$ cat src/rtl/cordic_fixedpoint_input_phase_sequencer.sv
// Walks the phase ROM 0..NUM_VECTORS-1, hiding its 1-cycle read latency, and hands each angle to the
// CORDIC core over valid/ready. Define CORDIC_SEQ_LOOP_EN to let a held iStart restart passes back-to-back.
module cordic_fixedpoint_input_phase_sequencer #(
  parameter int ADDR_W      = 5,
  parameter int DATA_W      = 24,
  parameter int NUM_VECTORS = 32
) (
  input  logic              iClk,
  input  logic              iRst,
  input  logic              iStart,
  output logic [ADDR_W-1:0] oAddr_phase,
  input  logic [DATA_W-1:0] iPhase_rom,
  output logic [DATA_W-1:0] oPhase,
  output logic              oValid,
  input  logic              iReady,
  output logic              oBusy,
  output logic              oDone,
  output logic [ADDR_W:0]   oCount
);

  localparam int CNT_W = ADDR_W + 1;

  typedef enum logic [1:0] {S_IDLE, S_FETCH, S_VALID, S_DONE} state_t;

  state_t            state, state_nxt;
  logic [ADDR_W-1:0] index, index_nxt;
  logic              hs, last, restart;

  always_comb begin
    hs   = (state == S_VALID) && iReady;
    last = (index == ADDR_W'(NUM_VECTORS - 1));
`ifdef CORDIC_SEQ_LOOP_EN
    restart = hs && last && iStart;
`else
    restart = 1'b0;
`endif
  end

  always_ff @(posedge iClk) begin
    if (iRst) state <= S_IDLE;
    else      state <= state_nxt;
  end

  always_comb begin
    state_nxt = state;
    index_nxt = index;
    case (state)
      S_IDLE:  if (iStart) state_nxt = S_FETCH;
      S_FETCH: state_nxt = S_VALID;
      S_VALID: begin
        if (hs) begin
          if (last) begin
            index_nxt = '0;
            state_nxt = restart ? S_FETCH : S_DONE;
          end else begin
            index_nxt = index + ADDR_W'(1);
            state_nxt = S_FETCH;
          end
        end
      end
      S_DONE:  state_nxt = S_IDLE;
      default: state_nxt = S_IDLE;
    endcase
  end

  // The ROM registers its address, so it is fed the next index during the handshake
  // cycle; that way the data for the new index is already there throughout FETCH.
  always_comb begin
    oAddr_phase = index_nxt;
    oValid      = (state == S_VALID);
    oBusy       = (state == S_FETCH) || (state == S_VALID);
  end

  always_ff @(posedge iClk) begin
    if (iRst) begin
      index  <= '0;
      oPhase <= '0;
      oCount <= '0;
      oDone  <= 1'b0;
    end else begin
      index <= index_nxt;
      oDone <= hs && last;
      if (state == S_FETCH) oPhase <= iPhase_rom;
      if (((state == S_IDLE) && iStart) || restart) oCount <= '0;
      else if (hs)                                 oCount <= oCount + CNT_W'(1);
    end
  end

endmodule
$ cat config.mk
export PLATFORM = sky130hd
export DESIGN_NAME = cordic_fixedpoint_input_phase_sequencer
export DESIGN_NICKNAME = d
export VERILOG_FILES = /design/src/rtl/cordic_fixedpoint_input_phase_sequencer.sv
export SDC_FILE = /design/constraint.sdc
export NUM_CORES = 1
export LEC_CHECK = 0
export CAP_MARGIN = 20
export CORE_MARGIN = 2
export CORE_UTILIZATION = 45
export DETAILED_ROUTE_END_ITERATION = 10
export PLACE_DENSITY = 0.8
export REMOVE_ABC_BUFFERS = 1
export SYNTH_ARGS = -nofsm -noshare
export SYNTH_HDL_FRONTEND = slang
export SYNTH_SLANG_ARGS = --single-unit
$ cat constraint.sdc
create_clock -name iClk -period 4.2 [get_ports iClk]
set_input_delay 1.26 -clock iClk [delete_from_list [all_inputs] [get_ports iClk]]
set_output_delay 1.26 -clock iClk [all_outputs]
set_load 0.005 [all_outputs]
==> results of run 1 <==
registers in the layout (all words and copies together) (netlist names):
signal	cells
oDone	1
oPhase	24
state	2
index	5
oCount	6
power groups by stage:
stage	registers, uW	logic (uW)	clock network (uW)
global route	452	396	213
finish	444	360	189
CTS	444	366	197
floorplan	453	184	0
global placement	448	351	0
detailed placement	453	364	0
metrics by stage:
| stage | setup slack [ns] | utilization, % | power (uW) |
|---|---|---|---|
| global route | 0.195 | 69.6 | 1060 |
| global placement | 0.0119 | 67.8 | 799 |
| floorplan | 1.03 | - | 636 |
| CTS | 0.256 | 69.6 | 1010 |
| detailed placement | -0.0100 | 67.8 | 817 |
| finish | 0.263 | 69.6 | 993 |
how the worst max path moves through the flow:
stage                     end
2_1_floorplan  oAddr_phase[3]
5_1_grt        oAddr_phase[3]
6_report       oAddr_phase[3]
3_3_place_gp   oAddr_phase[3]
4_1_cts        oAddr_phase[3]
3_5_place_dp   oAddr_phase[3]
placed cells by master, fill, tap and decap left out, drive strengths merged, types with 2 or more instances in the layout:
master         Yosys  routed
a31oi              2       2
xor2               2       2
nor2              27      27
nand2b             2       2
mux2               3       3
nor2b              5       5
a21oi              5       5
dfxtp             38      38
o21ai              3       3
buf                5       4
nand2              5       5
ha                 7       7
clkbuf             3       7
clkdlybuf4s50      0      64
nand3              6       6
inv                3       3
mux2i             24      24
or3                3       3
cell type report:
cell class / count / area (um2)
fill: 282 / 1020
sequential: 38 / 761
multi-input combinational: 106 / 752
timing repair buffer: 69 / 679
tap: 46 / 57.6
clock buffer: 7 / 55.1
inverter: 3 / 11.3
clock inverter: 1 / 5.00
synth_stat cells:
cell	number	area, um2
o21ai_0	3	15.0
mux2_2	3	33.8
nand2_4	1	11.3
and2_1	1	6.26
nand3_1	6	30.0
a21o_1	1	7.51
nand4_1	1	6.26
a22o_1	1	8.76
buf_4	1	7.51
a311oi_1	1	8.76
nand3b_1	1	7.51
or4_4	1	11.3
xor2_1	2	17.5
nand2b_1	2	12.5
and3_1	1	6.26
o21a_1	1	7.51
mux2i_1	24	240
inv_1	3	11.3
nor3b_1	1	7.51
a31oi_2	1	12.5
dfxtp_1	38	761
o211ai_1	1	7.51
a21oi_1	5	25.0
and3b_1	1	8.76
clkbuf_1	3	11.3
nor2b_1	5	31.3
buf_6	1	11.3
nor2_1	27	101
buf_2	3	15.0
ha_1	7	87.6
a31oi_1	1	6.26
nand2_1	4	15.0
or3_1	3	18.8
per-layer routing:
layer  wire, um  part of all wire (%)  GRT usage (%)  vias to the layer above
met1       1530                    44           23.3                      602
li1           -                     -              -                      665
met2       1620                    46           33.4                       56
met4         46                   1.3           8.33                        0
met3        307                   8.8           6.25                        7
met5          0                     0              0                        -
tightest hold or removal path, cell delays in order (launching register included):
cell     delay, ns
dfxtp_1       0.34
mux2i_1       0.06
nor2_1        0.07
cell families (layout without fill, tap and decap cells):
logic type	Yosys count	after routing	synth area share (%)
AOI/OAI and AO/OA	15	15	6.30
xor gates and xnor gates	2	2	1.12
adders and majority gates	7	7	5.58
buffers and inverters	11	80	3.59
DFF	38	38	48.5
muxes	27	27	17.5
and+or+nand+nor	55	55	17.5
==> results.md, run 1 <==
* Worst min path class: register to register
* Max Freq at 0.254 GHz
* Total CTS buffers at 5
* Worst R2R End: index[3]
* Die area at 3980 um2
* IO buf count at between 60 and 70
* Hold_ws at 0.499 ns
* GPL Wtd Cong at 0.737
* Maximum vdd drop at 0.213 mV
* Setup Fix Bufs, Post-CTS at 0
* Post-route cell area at 2320 um2
* Worst R2R Path Depth at 5
* Critical path endpoint category: output port
* Share of cells above drive strength 1 at 7.59%
* TritonCTS clock tree: built
* Min-Delay Startpoint: oPhase[3]
* Maxcap violations at 0
* FP Rows at 21
* Clock Tree Buf Depth at 2
* Startpoint types: input pin
* Final hold violations at 0
* CP top delay family: buffers and inverters
* Area added between synthesis and finish at 47.9%
* RSZ-0062 raised after global routing: no
* Worst hold path endpoint: oPhase[3]
* Hold path cells at 2
* Setup Viol. Count Final at 0
* Ant diodes at 0
* Worst clock skew at 0.00447 ns
* Post-Syn Instances at around 160
* Sw frac at 29.0%
* Post-Layout Cell Count at 270
* Sequential share of power at 44.7%
* Wire per inst at 13.0 um
* Status: finished clean
* Clock power frac at 19.0%
* Starting DRT DRC Count at 49
* Worst Path Arrival at 2.68 ns
* Critical path type: input pin to output port
* CTS Sinks at 38
* Clk_lat worst skew at 0.34 ns
* Post-synthesis cell area at 1570 um2
* GRT Overall Usage at 19.8%
* WL final at 3.51 mm
* Antenna violations before repair at 0
* DR pass1 iterations at 4
* ANT nets after route at 0
* Psw at 288 uW
* Critical-path cell list: dlygate4sd2_1 -> nand2_4 -> or4_4 -> nand3_1 -> clkdlybuf4s50_1
* Global-route wire length before repair at 6.35 mm
* WP depth at 5
* Worst R2R Setup Slack at 2.45 ns
* Worst slew margin at 64.5%
* Vias in the first global route at between 1000 and 1500
* Largest net degree at the start of global routing at 25
* Initial Util at 47.0%
* WP data required at 2.94 ns
* Syn Area/Cell at around 10 um2
* Slew of the pin with the lowest slew margin at 0.532 ns
* Slowest stage cell, crit path: clkdlybuf4s50_1
* Die H at 63.1 um
* R2r startpoint: index[0]
* Post-CTS Hold Fix Bufs at 0
* PwrDens at around 430 nW/um2
* # DRC at 0
* Post-CTS Resized at 1
* #FFs+latches synth at 38
* Final setup TNS at 0 ns
* CP peak stage delay at 0.51 ns
* Cell count after placement at around 260
* P_int at 704 uW
* Total gr overflow at 0
* Crit Path Max Fanout at 2
* Final cycle utilization of the critical path at 93.7%
* Vias at 1330
* Core area at 3340 um2
* Static leakage at about 0.0009 uW
* Post-synthesis sequential area ratio at ~48%
* H-Tree Depth at 2
* WP buf/inv at 2
* Root Buffer: clkbuf_4
* Final net count at between 200 and 300
* Io pins at 66
* Proportion of power drawn by combinational gates at 36.3%
* Placed Area at 2260 um2
* Worst setup path start: iReady
* Clock-pin transition on the worst setup and hold timing paths at 0.10 ns
* Synth warnings at 0
* Max-slew violations at 0
* Crit path time final at 3.94 ns
* Die Wd at 63.1 um
* Yosys cell types at 33
* Post-DP HPWL at 2.70 mm
* Mean number of vias per cell at slightly below 5
Power figures use the tool's default switching activity.
==> run 2: changes to the inputs <==
--- a/config.mk
+++ b/config.mk
@@ -9,8 +9,10 @@
 export CORE_MARGIN = 2
 export CORE_UTILIZATION = 45
 export DETAILED_ROUTE_END_ITERATION = 10
+export HOLD_SLACK_MARGIN = 0.15
 export PLACE_DENSITY = 0.8
 export REMOVE_ABC_BUFFERS = 1
+export SLEW_MARGIN = 15
 export SYNTH_ARGS = -nofsm -noshare
 export SYNTH_HDL_FRONTEND = slang
 export SYNTH_SLANG_ARGS = --single-unit
==> results of run 2 <==
No change in the layout: final DEF, timing and power equal those of run 1.
==> run 3: changes to the inputs <==
--- a/config.mk
+++ b/config.mk
@@ -8,6 +8,7 @@
 export CAP_MARGIN = 20
 export CORE_MARGIN = 2
 export CORE_UTILIZATION = 45
+export CTS_CLUSTER_DIAMETER = 120
 export DETAILED_ROUTE_END_ITERATION = 10
 export HOLD_SLACK_MARGIN = 0.15
 export PLACE_DENSITY = 0.8
==> results of run 3 <==
No change in the layout: final DEF, timing and power equal those of run 1.
